$ cat config.mk
export PLATFORM = sky130hd
export DESIGN_NAME = axi_rd_ram_bridge
export DESIGN_NICKNAME = d
export VERILOG_FILES = /design/src/rtl/axi_rd_ram_bridge.sv
export SDC_FILE = /design/constraint.sdc
export NUM_CORES = 1
export LEC_CHECK = 0
export BUFFER_PORTS_ARGS = -buffer_cell sky130_fd_sc_hd__buf_2
export CORE_ASPECT_RATIO = 1.5
export CORE_MARGIN = 5
export CORE_UTILIZATION = 43
export CTS_CLUSTER_SIZE = 8
export DETAILED_ROUTE_END_ITERATION = 7
export HOLD_SLACK_MARGIN = 0.1
export PLACE_DENSITY = 0.69
export SLEW_MARGIN = 0
export SYNTH_ARGS = -nofsm -noshare
export SYNTH_HDL_FRONTEND = slang
export SYNTH_SLANG_ARGS = --single-unit
$ cat constraint.sdc
create_clock -name clk -period 2.02 [get_ports clk]
set_input_delay 0.202 -clock clk [delete_from_list [all_inputs] [get_ports clk]]
set_output_delay 0.202 -clock clk [all_outputs]
set_load 0.01 [all_outputs]
$ cat src/rtl/axi_rd_ram_bridge.sv
// AXI4 read-only slave that turns AR bursts into single-word RAM reads.
// Returned words pass through a 2-entry skid FIFO so R back-pressure never loses a beat.
module axi_rd_ram_bridge #(
    parameter int AXI_WIDTH      = 128,
    parameter int AXI_ADDR_WIDTH = 32,
    parameter int AXI_ID_WIDTH   = 6
) (
    input  logic                                        clk,
    input  logic                                        rstn,
    input  logic [AXI_ID_WIDTH-1:0]                     s_axi_arid,
    input  logic [AXI_ADDR_WIDTH-1:0]                   s_axi_araddr,
    input  logic [7:0]                                  s_axi_arlen,
    input  logic [1:0]                                  s_axi_arburst,
    input  logic                                        s_axi_arvalid,
    output logic                                        s_axi_arready,
    output logic [AXI_ID_WIDTH-1:0]                     s_axi_rid,
    output logic [AXI_WIDTH-1:0]                        s_axi_rdata,
    output logic [1:0]                                  s_axi_rresp,
    output logic                                        s_axi_rlast,
    output logic                                        s_axi_rvalid,
    input  logic                                        s_axi_rready,
    output logic                                        ram_ren,
    output logic [AXI_ADDR_WIDTH-$clog2(AXI_WIDTH)+2:0] ram_addr,
    input  logic [AXI_WIDTH-1:0]                        ram_data
);
    localparam int LSB = $clog2(AXI_WIDTH) - 3;
    localparam int RAW = AXI_ADDR_WIDTH - LSB;

    typedef enum logic {IDLE, BURST} state_t;

    state_t                  state;
    logic [AXI_ID_WIDTH-1:0] id_q;
    logic [7:0]              len_q;
    logic [1:0]              resp_q;
    logic [8:0]              iss_cnt;
    logic [8:0]              ret_cnt;
    logic                    pend;
    logic [AXI_WIDTH-1:0]    mem0, mem1;
    logic                    wr_ptr, rd_ptr;
    logic [1:0]              count;
    logic                    pop;
    logic [2:0]              occ;

    // Handshakes: a transfer happens on a rising edge where valid && ready are both 1;
    // once valid is raised the payload stays stable until that edge.
    assign pop = s_axi_rvalid && s_axi_rready;
    assign occ = {1'b0, count} + {2'b00, pend};

    // Only issue when the word can land in the FIFO, counting the beat leaving this cycle.
    assign ram_ren = (state == BURST) && (iss_cnt <= {1'b0, len_q}) &&
                     (occ < (3'd2 + {2'b00, pop}));

    assign s_axi_rvalid = (count != 2'd0);
    assign s_axi_rdata  = rd_ptr ? mem1 : mem0;
    assign s_axi_rlast  = s_axi_rvalid && (ret_cnt == {1'b0, len_q});
    assign s_axi_rid    = id_q;
    assign s_axi_rresp  = resp_q;

    always_ff @(posedge clk or negedge rstn) begin
        if (!rstn) begin
            state         <= IDLE;
            s_axi_arready <= 1'b0;
            id_q          <= '0;
            len_q         <= '0;
            resp_q        <= '0;
            iss_cnt       <= '0;
            ret_cnt       <= '0;
            pend          <= 1'b0;
            mem0          <= '0;
            mem1          <= '0;
            wr_ptr        <= 1'b0;
            rd_ptr        <= 1'b0;
            count         <= '0;
            ram_addr      <= '0;
        end else begin
            pend  <= ram_ren;
            count <= count + {1'b0, pend} - {1'b0, pop};
            if (ram_ren) begin
                ram_addr <= ram_addr + 1'b1;
                iss_cnt  <= iss_cnt + 9'd1;
            end
            if (pend) begin
                if (wr_ptr) mem1 <= ram_data;
                else        mem0 <= ram_data;
                wr_ptr <= ~wr_ptr;
            end
            if (pop) begin
                rd_ptr  <= ~rd_ptr;
                ret_cnt <= ret_cnt + 9'd1;
            end
            case (state)
                IDLE: begin
                    s_axi_arready <= 1'b1;
                    if (s_axi_arvalid && s_axi_arready) begin
                        id_q          <= s_axi_arid;
                        len_q         <= s_axi_arlen;
                        resp_q        <= (s_axi_arburst == 2'b01) ? 2'b00 : 2'b10;
                        ram_addr      <= RAW'(s_axi_araddr >> LSB);
                        iss_cnt       <= '0;
                        ret_cnt       <= '0;
                        s_axi_arready <= 1'b0;
                        state         <= BURST;
                    end
                end
                BURST: begin
                    if (pop && s_axi_rlast) begin
                        s_axi_arready <= 1'b1;
                        state         <= IDLE;
                    end
                end
                default: state <= IDLE;
            endcase
        end
    end
endmodule

# ---- Word level (Yosys, flattened, before mapping)
# Cells that the tools add are included.
dict set report totals {
  reg_bits 325
  elab_cells 56
  out_inout_bits 168
}
dict set report classes {
  bitwise 3
  mux 17
  n_reduce_logical 10
  n_eq_ne 3
  addsub 7
  n_lt_le_gt_ge 2
}
# operator count
set op_table {}
lappend op_table {{$mux W128} 1}
lappend op_table {{$mux W28} 3}
lappend op_table {{$mux W9} 6}
lappend op_table {{$add A28 B1 Y28 const B} 1}
lappend op_table {{$add A9 B1 Y9 const B} 2}
lappend op_table {{$eq A9 B8 Y1} 1}
lappend op_table {{$le A9 B8 Y1} 1}
lappend op_table {{$logic_and A1 B1 Y1} 6}
lappend op_table {{$reduce_and A2 Y1} 3}
lappend op_table {{$mux W1} 4}
lappend op_table {{$pmux W1 S2} 2}
lappend op_table {{$add A2 B1 Y3} 1}
lappend op_table {{$add A2 B1 Y3 const A} 1}
lappend op_table {{$lt A3 B3 Y1} 1}
lappend op_table {{$not A1 Y1} 3}
lappend op_table {{$add A2 B1 Y2} 1}
lappend op_table {{$eq A2 B1 Y1 const B} 1}
lappend op_table {{$mux W2} 1}
lappend op_table {{$ne A2 B1 Y1 const B} 1}
lappend op_table {{$reduce_bool A2 Y1} 1}
lappend op_table {{$sub A2 B1 Y2} 1}

# ---- Longest topological paths before layout
# Gate-level depths: netlist of the first run.
dict set report depth {
  depth_word 8
  mapped_depth 9
  depth_no_buf 8
}

# ---- Worst setup path before layout of the first run
# No wires, ideal clock.
dict set report synth_timing {
  path_type {register -> register}
  startpoint {register pend}
  endpoint {register ram_addr[27]}
  setup_slack_ns -0.214
  n_path_buf 1
  stages_incl_launch_ff 9
  synth_period_minus_slack_ns 2.234
  required_ns 1.883
  arrival_ns 2.097
  cell_sequence {dfrtp_1 > ha_1 > ha_1 > or3b_1 > o32a_1 > buf_2 > nor4_2 > xnor2_1 > a21oi_1}
}
dict set report synth_between {
  elab_chain_cells 6
}
# element line
set synth_rtl {}
lappend synth_rtl {{start, declared} 37} ;# logic pend;
lappend synth_rtl {{start signal, assigned} 76} ;# pend <= ram_ren;
lappend synth_rtl {{$add A2 B1 Y3 (*)} 47} ;# assign occ = {1'b0, count} + {2'b00, pend};
lappend synth_rtl {{$lt A3 B3 Y1 (*)} 51} ;# (occ < (3'd2 + {2'b00, pop}));
lappend synth_rtl {{$logic_and A1 B1 Y1 (*)} 50} ;# assign ram_ren = (state == BURST) && (iss_cnt <= {1'b0, len_q}) &&
lappend synth_rtl {{$mux W28 (*)} 78} ;# if (ram_ren) begin
lappend synth_rtl {{$mux W28} 94} ;# if (s_axi_arvalid && s_axi_arready) begin
lappend synth_rtl {{$mux W28 (*)} 91} ;# case (state)
lappend synth_rtl {{end signal, assigned} 79} ;# ram_addr <= ram_addr + 1'b1;
lappend synth_rtl {{end signal, assigned} 98} ;# ram_addr <= RAW'(s_axi_araddr >> LSB);
lappend synth_rtl {{end, declared} 23} ;# output logic [AXI_ADDR_WIDTH-$clog2(AXI_WIDTH)+2:0] ram_addr,
# Mark *: on every way between the ends. The rest lies on a longest branch, timed or not.
# A chain may end at the register's enable or synchronous reset.

# ---- Worst setup path in the final report of the first run
dict set report layout_timing {
  startpoint {register len_q[1]}
  endpoint {output port ram_ren}
}
dict set report layout_between {
  elab_chain_cells 3
}
# element line
set layout_rtl {}
lappend layout_rtl {{start, declared} 33} ;# logic [7:0] len_q;
lappend layout_rtl {{start signal, assigned} 96} ;# len_q <= s_axi_arlen;
lappend layout_rtl {{$le A9 B8 Y1} 50}
lappend layout_rtl {{$logic_and A1 B1 Y1 (2 in a row)} 50}
lappend layout_rtl {{end, declared} 22} ;# output logic ram_ren,
# No other way between the ends.

==> results of run 1 <==
[through the flow]
| step | instance area [um^2] | setup WS [ns] | hold slack (ns) | setup TNS, ns | util [%] |
|---|---|---|---|---|---|
| after floorplan | 14920 | -0.1400 | -0.09359 | -3.294 | - |
| after global placement | 17630 | -0.2307 | 0.1759 | -6.483 | 51.91 |
| after detailed placement | 17630 | -0.2894 | 0.1788 | -8.351 | 51.91 |
| after CTS | 21810 | -0.4529 | 0.1913 | -22.73 | 64.23 |
| after global routing | 22540 | -0.5358 | 0.2268 | -31.25 | 66.37 |
| final | 22540 | -0.4217 | 0.2063 | -21.04 | 66.37 |
[cells in the final DEF, fill, tap and decap left out, drive strengths merged, types with 18 or more instances in the layout]
cell type / n
buf: 449
clkbuf: 56
dfrtp: 324
dlygate4sd3: 173
mux2: 384
nand2: 68
nand4: 19
nor2: 31
nor4: 18
o21ai: 31
xnor2: 38
[how the worst max path moves through the flow]
stage                    start  slack [ns]  cells after the start      endpoint
floorplan           iss_cnt[6]       -0.14                      8    iss_cnt[7]
global placement      len_q[4]       -0.23                     10  ram_addr[12]
detailed placement    len_q[6]       -0.29                      9   ram_addr[1]
CTS                   len_q[6]       -0.45                      8       ram_ren
global route          len_q[1]       -0.54                      8       ram_ren
finish                len_q[1]       -0.42                      8       ram_ren
[cell type report]
| type | instances | area [um^2] | share of cell area, % |
|---|---|---|---|
| Clock buffer | 48 | 1180 | 5.235 |
| Inverter | 17 | 63.81 | 0.2831 |
| Timing Repair Buffer | 631 | 5673 | 25.17 |
| Sequential cell | 324 | 8112 | 35.99 |
| Tap cell | 425 | 531.8 | 2.359 |
| Clock inverter | 3 | 62.56 | 0.2776 |
| Multi-Input combinational cell | 685 | 6907 | 30.64 |
| Antenna cell | 4 | 10.01 | 0.04441 |
[repair_timing]
action                                  in CTS  in global routing
setup buffers                               15                 14
endpoints found under the setup margin     167                154
hold endpoints to repair                   591                  0
cloned                                      14                 10
resized for setup                          126                140
pin swaps                                   24                 31
hold buffers                               173                  0
[power breakdown]
| part | switching, mW | leakage [nW] | internal, mW |
|---|---|---|---|
| Sequential | 1.79 | 3.76 | 9.56 |
| Combinational | 9.32 | 5.63 | 12.6 |
| Clock | 2.68 | 0.608 | 4.21 |
| Total | 13.8 | 10.0 | 26.4 |
[critical path, delay by kind of cell, from the launching register on]
kind	cells	cell delay [ns]
buf+inv	3	0.33
fa+ha+maj	1	0.26
compound gates	2	0.61
simple gates	2	0.14
flops	1	0.36
[cells by family (layout without fill, tap and decap cells)]
| group | count (synthesis) | in the layout |
|---|---|---|
| other | 1 | 5 |
| buffers and inverters | 78 | 699 |
| adders and majority gates | 15 | 15 |
| muxes | 388 | 388 |
| DFF | 324 | 324 |
| AOI/OAI and AO/OA | 54 | 54 |
| and+or+nand+nor | 177 | 177 |
| xor gates and xnor gates | 50 | 50 |
[Yosys cell counts, types with 2 or more instances]
cell type / n / area share, %
buf_1: 3 / 0.077
o21ai_0: 10 / 0.34
buf_6: 2 / 0.15
or3_1: 3 / 0.13
nor4b_2: 2 / 0.20
o21ai_1: 21 / 0.72
inv_1: 17 / 0.43
xnor2_1: 38 / 2.3
and3_1: 4 / 0.17
nor3b_1: 2 / 0.10
nand2_1: 68 / 1.7
a21o_1: 2 / 0.10
dfrtp_1: 324 / 55
a21oi_1: 13 / 0.44
nor3_1: 10 / 0.34
ha_1: 15 / 1.3
nor2_1: 30 / 0.77
nand4_1: 19 / 0.81
buf_2: 2 / 0.068
xor2_1: 12 / 0.72
nand3_1: 15 / 0.51
clkbuf_1: 53 / 1.4
nor4_2: 16 / 1.4
nor4_1: 2 / 0.085
mux2_2: 384 / 29
mux2i_1: 4 / 0.27
[sequential cells by signal, indices dropped and copies added (netlist names), 2 cells and up]
| signal | flops |
|---|---|
| mem1 | 128 |
| mem0 | 128 |
| len_q | 8 |
| ret_cnt | 9 |
| count | 2 |
| ram_addr | 28 |
| iss_cnt | 9 |
| s_axi_rid | 6 |
[metal layers]
metal	GRT usage (%)	share of wire, %
met2	42.61	54
met1	25.72	36
met4	11.30	4.6
met5	0	0
met3	4.457	5.5
==> key figures, run 1 <==
Worst setup path
  – CP peak stage delay: 0.36 ns
  – CP endpoint kind: primary output
  – Worst reg2reg startpoint: len_q[6]
  – Reg-to-Reg End: ram_addr[14]
  – Critical setup path kind: flip-flop to primary output
  – CP Cell Sequence: inv_2 > ha_4 > nand4_1 > o221a_2 > a211oi_4 > buf_12 > nor2_4 > buf_6
  – Worst r2r path cells: 11
  – Worst-path fanout max: 2
  – CP arrival: 2.24 ns
  – CP Launch Type: flip-flop
  – Req. time, crit path: 1.82 ns
  – Critical-path top delay cell: dfrtp_1
  – R2R Setup Slk: -0.40 ns

STA
  – Setup violations, final: around 150
  – Final period util: 120.9%
  – Fmax: approximately 400 MHz
  – Final Max Tran Viols: 0
  – Worst Skew: 0.01374 ns
  – Post-route setup slack: -0.4217 ns
  – RSZ-0062 raised after global routing: true
  – Final min period: 2.442 ns
  – Final hold violations: 0

Die
  – Core area: approximately 34000 um^2
  – Initial Util: between 40% and 50%
  – IO Count: 348
  – Die area: about 38000 um^2
  – Die height: approximately 240 um
  – Die Wd: between 150 and 200 um
  – Rows: 83

Synth
  – Post-synth EDFFs: 0
  – Simple-Gate Fraction of Synth Area: 6.517%
  – Sequential fraction of the synthesis area: 55.21%
  – Largest family of logic cells by synthesized area: multiplexers
  – #FFs+latches synth: about 320
  – Yosys warning total: 0
  – FFs w/ async S/R, synth: 100.0%
  – Ys flop type: dfrtp_1
  – Gate Count Post-Synth: roughly 1.1k
  – Syn Nets: roughly 1.3k
  – Post-Syn Area per Cell: 13.51 um^2
  – Synth Area in Compound Gates: about 2.1%
  – XOR/XNOR Fraction of Synth Area: ~3.0%
  – Cell Area, Synth: ~15000 um^2
  – Post-Synth Adder-Cell Area: ~1.3%
  – Cell variety after synth: 42
  – Mux cell area share after synthesis: between 20% and 30%

Hold path
  – Hold Path Class: primary input to asynchronous set/reset pin

Pwr
  – Overall power: 40.16 mW
  – Leak: about 10 nW
  – Peak supply drop: 1587 uV
  – Power Density: between 1500 and 2000 nW/um^2

Clocking
  – CTS tree: built
  – Clock sinks: around 320
  – Worst-path clk slew: 0.05 ns
  – Root Buffer: clkbuf_16
  – Clock Path Buffers: 3
  – Clk Latency, worst-skew pair: ~0.53 ns
  – Clock buffer count from CTS: 46
  – H-tree depth: 2

Routing
  – Total number of vias: around 11k
  – Vias/cell: roughly 5.4
  – Drt total wl: approximately 47 mm
  – DR pass1 iterations: 5
  – Residual DRC: 0
  – Initial DRC count: 441
  – Post-route ant nets: 0
  – WL per Instance: about 22 um

Placed design
  – Final HPWL DP: about 26 mm
  – Placed Instances: 1866
  – GP Congestion: between 0.8 and 0.9
  – Number of I/O port buffers: about 340

Status
  – Outcome: complete, but fails checks
  – Failing checks: setup timing

Finish
  – Syn-to-layout area delta: 53.47%
  – Non-filler instance count after layout: about 2.1k
  – Share of cells above drive strength 1: between 50% and 60%
  – Net count, final: 1900
  – Layout fillers: ~2.3k

Global routing
  – Total GRT Usage: a little under a quarter
  – First-pass GRT wire length: about 70 mm
  – Largest net degree at the start of global routing: 57
  – Antenna violations before repair: 4
  – Vias in the first global route: around 13k
  – GRT overflow: 0

Flow run
  – Max-cap viol count: 0
Power figures use the tool's default switching activity.
==> run 2, diff against run 1 <==
--- a/config.mk
+++ b/config.mk
@@ -6,7 +6,6 @@
 export NUM_CORES = 1
 export LEC_CHECK = 0
 export BUFFER_PORTS_ARGS = -buffer_cell sky130_fd_sc_hd__buf_2
-export CORE_ASPECT_RATIO = 1.5
 export CORE_MARGIN = 5
 export CORE_UTILIZATION = 43
 export CTS_CLUSTER_SIZE = 8
==> run 2 against run 1 <==
Net effect:
- the flow still finishes with violations (setup timing)
- die area decreased by 0.20%
- worst hold slack lost 0.067 ns
- first-iteration DRC count shrank 25%
- fmax fell by 2.0%
- utilization is 1.4 points higher
- flip-flop and latch count unchanged
- clock power fell by 1%
- non-clock buffer count increased by 11
- final cell count is 1.5% higher
- combinational power barely moved
- sequential power about the same
- critical endpoint unchanged
- largest cell class unchanged
- highest routed layer is now met5
==> key figures, run 2 (synthesis results as in run 1) <==
Global routing
  – Largest net degree at the start of global routing: 53
  – M1 GR Usage: between 20 and 30%
  – Met2 Track Usage GR: 39.58%
  – Met3 usage: between 4 and 5%
  – Total GRT Usage: 22.74%
  – First-pass GRT wire length: between 70 and 80 mm
  – Most Crowded Layer GR: met2
  – Antenna violations before repair: 1
  – GRT overflow: 0
  – Vias in the first global route: about 13k

Routing
  – Drt total wl: roughly 46 mm
  – WL per Instance: between 20 and 25 um
  – Initial DRC count: between 300 and 400
  – DR pass1 iterations: 5
  – Total number of vias: around 11k
  – Vias/cell: 5.257
  – Post-route ant nets: 0
  – Residual DRC: 0

Hold path
  – Hold Path Class: primary input to flip-flop
  – Hold path start: s_axi_rready
  – Worst Hold Path Cells: 4
  – Endpoint of the worst hold path: rd_ptr

Finish
  – N_diodes: 0
  – Register area: ~8000 um^2
  – Area occupied by multi-input gates: roughly 6900 um^2
  – Net count, final: between 1.5k and 2k
  – Most frequent cells in the layout: mux2_2, dfrtp_1, buf_2
  – Layout fillers: approximately 2.2k
  – Syn-to-layout area delta: 55.01%
  – Share of cells above drive strength 1: roughly 56%
  – Final core occ: 67.72%
  – Top Registers: mem0: 128 flops, mem1: 128 flops, ram_addr: 28 flops
  – Most common cell after layout, fill and taps aside: mux2_2

Pwr
  – Leak: 10.03 nW
  – Peak supply drop: about 1000 uV
  – Overall power: 40.31 mW
  – Power Density: ~1800 nW/um^2

Clocking
  – Root Buffer: clkbuf_16
  – Clock sinks: about 320
  – Clock Path Buffers: 3
  – CTS tree: built
  – Worst-path clk slew: about 0.05 ns
  – H-tree depth: 2
  – Clock buffer count from CTS: 46
  – Clk Latency, worst-skew pair: 0.53 ns

STA
  – Worst Skew: about 0.012 ns
  – Final hold violations: 0
  – Setup violations, final: 71
  – RSZ-0062 raised after global routing: true
  – Post-route setup slack: -0.4722 ns
  – Fmax: 401.3 MHz
  – Final Max Tran Viols: 0
  – Final min period: about 2.5 ns
  – Final period util: 123.4%

Die
  – Die area: ~38000 um^2
  – Core area: 33620 um^2
  – Initial Util: 43.69%
  – Rows: 67
  – IO Count: ~350
  – Die height: around 190 um
  – Die Wd: a little under 200 um

Placed design
  – GP Congestion: between 0.8 and 0.9
  – Number of I/O port buffers: 342
  – Final HPWL DP: 26.95 mm
  – Pre-CTS setup slack: -0.2735 ns

Worst setup path
  – CP endpoint kind: primary output
  – Worst reg2reg startpoint: iss_cnt[6]
  – CP Cell Sequence: ha_2 > ha_4 > or3b_4 > o32a_4 > buf_12 > nor2_4 > buf_6
  – Critical setup path kind: flip-flop to primary output
  – Kind of cell adding the most delay to the critical path: simple AND/OR/NAND/NOR gates
  – CP peak stage delay: slightly below 0.4 ns
  – Worst r2r path cells: 11
  – CP arrival: 2.29 ns
  – Req. time, crit path: around 1.8 ns
  – Critical Path Stages: 7
  – Reg-to-Reg End: ram_addr[23]
  – R2R Setup Slk: -0.43 ns
  – Critical-path top delay cell: or3b_4
  – CP Launch Type: flip-flop
  – Worst path buffer plus inverter count: 2
  – Worst-path fanout max: 5

Status
  – Outcome: complete, but fails checks
  – Failing checks: setup timing

Flow run
  – Max-cap viol count: 0
[run 2: cell types whose count changed in the layout (fill, tap and decap cells not counted), moves of 3 or more]
cell / previous run / this run
diode_2: 4 / 0
clkbuf_16: 55 / 52
inv_1: 14 / 11
buf_12: 25 / 38
buf_6: 112 / 134
inv_2: 3 / 6
buf_2: 234 / 217
mux2_4: 43 / 31
mux2_2: 341 / 353
[run 2: worst max-delay path by stage]
stage               startpoint           end  slack [ns]
finish                count[0]       ram_ren       -0.47
global route          len_q[6]       ram_ren       -0.55
CTS                   len_q[6]       ram_ren       -0.50
detailed placement    len_q[6]  ram_addr[27]       -0.27
global placement      len_q[6]  ram_addr[27]       -0.21
floorplan           iss_cnt[6]    iss_cnt[7]       -0.14
[run 2: layout make-up]
type,instances,share of cell area [%]
clock buffer,51,5.276
clock inverter,2,0.1264
tap,448,2.462
multi-input combinational,685,30.16
inverter,17,0.2803
timing repair buffer,642,26.06
sequential,324,35.63
[run 2: timing repair]
item	CTS	global route
setup endpoints to repair	164	170
pin swaps	20	66
resized for setup	146	148
cloned	12	5
hold buffers	174	0
setup buffers	19	15
endpoints found under the hold margin	567	0
[run 2: tightest hold or removal path: stages]
cell	delay (ns)
buf_2	0.11
o21ai_2	0.12
buf_4	0.15
xnor2_1	0.05
[run 2: per-layer routing]
metal / routed length, um / up-vias
met1: 18170 / 5705
li1: - / 5105
met5: 13 / -
met2: 23140 / 474
met3: 2768 / 116
met4: 1589 / 2
[run 2: report_power, final]
| group | leakage [nW] | internal, mW | switching, mW |
|---|---|---|---|
| combinational | 5.67 | 12.9 | 9.25 |
| clock | 0.604 | 4.13 | 2.67 |
| sequential | 3.76 | 9.56 | 1.75 |
| total | 10.0 | 26.6 | 13.7 |
[run 2: through the flow]
step | instances | TNS [ns] | hold WS, ns | instance area, um^2
floorplan | 1087 | -3.294 | -0.09359 | 14920
global placement | 1903 | -6.295 | 0.1290 | 17930
detailed placement | 1903 | -8.129 | 0.1333 | 17930
CTS | 2161 | -20.44 | 0.1787 | 22140
global route | 2169 | -22.96 | 0.1476 | 22770
finish | 2169 | -14.42 | 0.1396 | 22770
